### config.mk
export PLATFORM = sky130hd
export DESIGN_NAME = atwd_readout
export DESIGN_NICKNAME = d
export VERILOG_FILES = /design/src/rtl/atwd_readout.sv
export SDC_FILE = /design/constraint.sdc
export NUM_CORES = 1
export LEC_CHECK = 0
export CAP_MARGIN = 20
export CORE_UTILIZATION = 30
export CTS_CLUSTER_SIZE = 10
export DETAILED_ROUTE_END_ITERATION = 7
export MAX_ROUTING_LAYER = met4
export SYNTH_ARGS = -nofsm -noshare
export SYNTH_HDL_FRONTEND = slang
export SYNTH_SLANG_ARGS = --single-unit
export TNS_END_PERCENT = 20
### constraint.sdc
create_clock -name CLK -period 5.3 [get_ports CLK]
set_input_delay 0.53 -clock CLK [delete_from_list [all_inputs] [get_ports CLK]]
set_output_delay 0.53 -clock CLK [all_outputs]
set_load 0.1 [all_outputs]
### src/rtl/atwd_readout.sv
// atwd_readout: streams a header plus a window of ATWD buffer samples over valid/ready
module atwd_readout #(
    parameter int ADDR_W = 9,
    parameter int DATA_W = 16
) (
    input  logic              CLK,
    input  logic              RST_N,
    input  logic              start,
    input  logic [ADDR_W-1:0] start_addr,
    input  logic [ADDR_W:0]   n_words,
    input  logic [1:0]        chan,
    input  logic              abort,
    output logic              busy,
    output logic              done,
    output logic [ADDR_W-1:0] rdaddress,
    input  logic [DATA_W-1:0] q,
    output logic [DATA_W-1:0] out_data,
    output logic              out_valid,
    output logic              out_last,
    input  logic              out_ready
);
    localparam logic [1:0] S_IDLE = 2'd0;
    localparam logic [1:0] S_HDR  = 2'd1;
    localparam logic [1:0] S_DATA = 2'd2;
    localparam logic [1:0] S_DONE = 2'd3;
    localparam logic [ADDR_W:0] DEPTH = {1'b1, {ADDR_W{1'b0}}};
    localparam logic [ADDR_W:0] ONE = 1;

    logic [1:0]        state_q, state_d;
    logic [ADDR_W-1:0] raddr_q, raddr_d;
    logic [1:0]        chan_q, chan_d;
    logic [ADDR_W:0]   n_q, n_d;
    logic [ADDR_W:0]   iss_q, iss_d;
    logic [ADDR_W:0]   sent_q, sent_d;
    logic              pend_q, pend_d;
    logic [DATA_W-1:0] b0_q, b0_d, b1_q, b1_d;
    logic [1:0]        cnt_q, cnt_d;
    logic [ADDR_W:0]   n_clamp;
    logic              pop, last, issue;

    assign n_clamp   = n_words > DEPTH ? DEPTH : n_words;
    assign last      = sent_q == n_q - ONE;
    assign busy      = state_q != S_IDLE;
    assign done      = state_q == S_DONE;
    assign rdaddress = raddr_q;
    assign out_valid = state_q == S_HDR || (state_q == S_DATA && (cnt_q != 2'd0 || pend_q));
    assign out_last  = state_q == S_HDR ? n_q == '0 : state_q == S_DATA && out_valid && last;
    assign out_data  = state_q == S_HDR ? DATA_W'({2'b10, chan_q, 2'b00, n_q}) :
                       state_q != S_DATA ? '0 :
                       cnt_q != 2'd0 ? b0_q : pend_q ? q : '0;
    assign pop       = state_q == S_DATA && out_valid && out_ready;

    // Skid buffer bookkeeping, read issue and sequencing; a read is issued only if at most one
    // entry will be occupied after this cycle, so the returning word always finds a free slot
    always_comb begin
        state_d = state_q;
        raddr_d = raddr_q;
        chan_d  = chan_q;
        n_d     = n_q;
        iss_d   = iss_q;
        sent_d  = sent_q;
        b0_d    = b0_q;
        b1_d    = b1_q;
        cnt_d   = cnt_q;
        if (pop && cnt_q != 2'd0) begin
            b0_d  = b1_q;
            cnt_d = cnt_q - 2'd1;
        end
        if (pend_q && !(pop && cnt_q == 2'd0)) begin
            if (cnt_d == 2'd0) b0_d = q;
            else b1_d = q;
            cnt_d = cnt_d + 2'd1;
        end
        issue  = (state_q == S_HDR || state_q == S_DATA) && iss_q < n_q && cnt_d <= 2'd1;
        pend_d = issue;
        if (issue) begin
            iss_d = iss_q + ONE;
            if (iss_q + ONE < n_q) raddr_d = raddr_q + ADDR_W'(1);
        end
        case (state_q)
            S_IDLE: if (start) begin
                state_d = S_HDR;
                n_d     = n_clamp;
                chan_d  = chan;
                iss_d   = '0;
                sent_d  = '0;
                if (n_clamp != '0) raddr_d = start_addr;
            end
            S_HDR:  if (out_ready) state_d = n_q == '0 ? S_DONE : S_DATA;
            S_DATA: if (pop) begin
                sent_d = sent_q + ONE;
                if (last) state_d = S_DONE;
            end
            default: state_d = S_IDLE;
        endcase
        if (abort) begin
            state_d = S_IDLE;
            raddr_d = raddr_q;
            pend_d  = 1'b0;
            cnt_d   = 2'd0;
        end
    end

    // State registers
    always_ff @(posedge CLK or negedge RST_N) begin
        if (!RST_N) begin
            state_q <= S_IDLE;
            raddr_q <= '0;
            chan_q  <= '0;
            n_q     <= '0;
            iss_q   <= '0;
            sent_q  <= '0;
            pend_q  <= 1'b0;
            b0_q    <= '0;
            b1_q    <= '0;
            cnt_q   <= 2'd0;
        end else begin
            state_q <= state_d;
            raddr_q <= raddr_d;
            chan_q  <= chan_d;
            n_q     <= n_d;
            iss_q   <= iss_d;
            sent_q  <= sent_d;
            pend_q  <= pend_d;
            b0_q    <= b0_d;
            b1_q    <= b1_d;
            cnt_q   <= cnt_d;
        end
    end
endmodule

==> impl_metrics.sql <==
INSERT INTO impl_metrics (metric_group, metric, value, unit) VALUES
('run_status', 'outcome', 'finished clean', ''),
('setup_path', 'worstSetupPathType', 'reg -> out', ''),
('power', 'power.leakage', '2.73', 'nW'),
('setup_path', 'r2r-end', 'rdaddress[7]$_DFFE_PN0N_', ''),
('clock_network', 'worstSkewPairLatency', '350', 'ps'),
('placement', 'gp_congestion', '0.890', ''),
('placement', 'post-place-cells', '846', ''),
('synthesis', 'asyncSetResetFlopFracSynth', '100', '%'),
('cells_and_area', 'finalCoreUtilization', '38.0', '%'),
('sta', 'max_slew_margin', '27.5', '%'),
('floorplanning', 'height_of_the_die', '134', 'um'),
('setup_path', 'worstPathCellList', 'inv_1 -> ha_1 -> nor3b_1 -> and3_1 -> o211ai_4 -> nor4_4 -> nand4b_1 -> nand2_1 -> clkdlybuf4s50_1', ''),
('sta', 'timing.final.crit_period', '4170', 'ps'),
('clock_network', 'tritoncts', 'done', ''),
('sta', 'maxClockFrequency', '240', 'MHz'),
('setup_path', 'arrival', '3640', 'ps'),
('power', 'net-switching-power', '0.00199', 'W'),
('power', 'combPwrFrac', '57.3', '%'),
('setup_path', 'worstPathBufferInverterCount', '2', ''),
('global_routing', 'number_of_global_route_vias_before_repair', '4425', ''),
('floorplanning', 'io_pins', '71', ''),
('power', 'power.internal', '0.00185', 'W'),
('cells_and_area', 'drive_above_1_share', '8.39', '%'),
('setup_path', 'r2r_start', 'state_q[0]$_DFFE_PN0P_', ''),
('synthesis', 'ys.flop_type', 'sky130_fd_sc_hd__dfrtp_1', ''),
('cells_and_area', 'post_layout_nonfiller_instances', '864', ''),
('floorplanning', 'die-width', '134', 'um'),
('floorplanning', 'floorplan.die_area', '0.0178', 'mm2'),
('synthesis', 'seq_total_area_yosys', '37.6', '%'),
('clock_network', 'postCtsSetupRepairBufs', '0', ''),
('global_routing', 'pin_count_of_the_biggest_net_entering_global_routing', '79', ''),
('cells_and_area', 'syn2layout_area_growth', '22.5', '%'),
('power', 'seqPwrFrac', '27.2', '%'),
('sta', 'final_max_slew_viol_count', '0', ''),
('synthesis', 'ys_ff_latch', '78', ''),
('power', 'p_clk_share', '15.4', '%'),
('setup_path', 'crit_path_start_kind', 'register', ''),
('floorplanning', 'coreArea', '0.0168', 'mm2'),
('clock_network', 'ctsLongestPathBuffers', '2', ''),
('global_routing', 'groute.usage.overall', '16.9', '%'),
('synthesis', 'synthesis.instances', '591', ''),
('sta', 'number_of_hold_violations_in_the_final_report', '0', ''),
('min_path', 'worstHoldPathType', 'in -> async', ''),
('cells_and_area', 'diodes', '0', ''),
('sta', 'report.final.setup_viol', '0', ''),
('setup_path', 'critical_path.max_fanout', '5', ''),
('setup_path', 'cpLargestDelayFamily', 'buffers and inverters', ''),
('clock_network', 'htree_levels', '3', ''),
('sta', 'totalNegativeSetupSlack', '0', 'ps'),
('cells_and_area', 'finish.net_count', '709', ''),
('route', 'vias_per_cell', '5.25', ''),
('synthesis', 'yosysWarningCount', '0', ''),
('setup_path', 'timing.critical_path.slowest_cell_delay', '1160', 'ps'),
('synthesis', 'post_synth_num_cell_types', '61', ''),
('power', 'power_per_cell_area', '604', 'mW/mm2'),
('setup_path', 'crit_slowest_cell', 'sky130_fd_sc_hd__clkdlybuf4s50_1', ''),
('route', 'firstDrtPassIters', '4', ''),
('setup_path', 'critical_path_required', '4770', 'ps'),
('route', 'detailed_route_drc_error_count', '0', ''),
('route', 'routed_wl', '14000', 'um'),
('placement', 'hpwlAfterDp', '10200', 'um'),
('setup_path', 'crit_cells', '9', ''),
('route', 'drt.antenna.violating_nets', '0', ''),
('global_routing', 'grt_antenna_before_repair', '0', ''),
('cells_and_area', 'regArea', '0.00195', 'mm2'),
('global_routing', 'grt_pass1_wl', '23100', 'um'),
('sta', 'finalCritPeriodShare', '78.7', '%'),
('route', 'wire_per_inst', '16.3', 'um'),
('sta', 'worst_margin_pin_slew', '1080', 'ps'),
('job', 'timing.max_cap.violations', '0', ''),
('power', 'fin_total_pwr', '0.00384', 'W');
## Yosys cell counts, types with 14 or more instances
| cell type | number | area, um2 |
|---|---|---|
| sky130_fd_sc_hd__nand3_1 | 32 | 160 |
| sky130_fd_sc_hd__inv_1 | 27 | 101 |
| sky130_fd_sc_hd__clkbuf_1 | 31 | 116 |
| sky130_fd_sc_hd__xnor2_1 | 14 | 123 |
| sky130_fd_sc_hd__mux2_2 | 16 | 180 |
| sky130_fd_sc_hd__a21oi_1 | 43 | 215 |
| sky130_fd_sc_hd__nor3_1 | 14 | 70.1 |
| sky130_fd_sc_hd__o21ai_0 | 45 | 225 |
| sky130_fd_sc_hd__nand2_1 | 53 | 199 |
| sky130_fd_sc_hd__ha_1 | 28 | 350 |
| sky130_fd_sc_hd__nor2b_1 | 15 | 93.8 |
| sky130_fd_sc_hd__dfrtp_1 | 78 | 1950 |
| sky130_fd_sc_hd__mux2i_1 | 19 | 190 |
| sky130_fd_sc_hd__nor2_1 | 30 | 113 |
## layout make-up
type | count | area share, %
multi-input cells | 448 | 46.8
flip-flops and latches | 78 | 30.7
well taps | 220 | 4.33
clock buffers | 9 | 3.54
repair buffers | 75 | 12.2
clock inverters | 7 | 0.885
inverters | 27 | 1.59
## kinds of logic after synthesis
kind of cell,Yosys count,synth area share [%]
buf+inv,65,5.09
flops,78,37.6
simple gates,214,21.7
compound gates,148,17.9
xor+xnor,23,3.88
mux,35,7.13
fa+ha+maj,28,6.75
## power by group through the flow
stage	clock network, W	registers (W)	logic, W
after global routing	0.000637	0.00109	0.00238
final	0.000593	0.00105	0.00220
after global placement	0	0.00104	0.00216
after detailed placement	0	0.00105	0.00220
after floorplan	0	0.00120	0.00152
after CTS	0.000609	0.00104	0.00221
## sequential cells by signal (all words and copies together), names as in the netlist
name	cells
rdaddress	9
b1_q	16
cnt_q	2
sent_q	10
state_q	2
n_q	10
chan_q	2
pend_q	1
iss_q	10
b0_q	16
## how the worst max path moves through the flow
| stage | start | end | slack, ps |
|---|---|---|---|
| after floorplan | cnt_q[0]$_DFF_PN0_ | out_data[12] | 1160 |
| after global placement | n_q[1]$_DFFE_PN0P_ | out_last | 1630 |
| after detailed placement | n_q[1]$_DFFE_PN0P_ | out_last | 1530 |
| after CTS | n_q[0]$_DFFE_PN0P_ | out_last | 1140 |
| after global routing | n_q[1]$_DFFE_PN0P_ | out_last | 1000 |
| final | n_q[1]$_DFFE_PN0P_ | out_last | 1130 |
## per-stage QoR
step | worst slack, ps | hold WS, ps | area [um2]
2_1_floorplan | 1160 | 234 | 5190
3_3_place_gp | 1630 | 461 | 6020
3_5_place_dp | 1530 | 470 | 6020
4_1_cts | 1140 | 408 | 6310
5_1_grt | 1000 | 175 | 6360
6_report | 1130 | 141 | 6360
## routing by layer
metal  global-route usage [%]  vias up  wire [um]
met4                     7.01        0        262
li1                         -     2216          -
met1                     21.7     2236       6600
met3                     1.64       15        315
met2                     27.3       69       6870
met5                        -        -          0
Power figures use the tool's default switching activity.
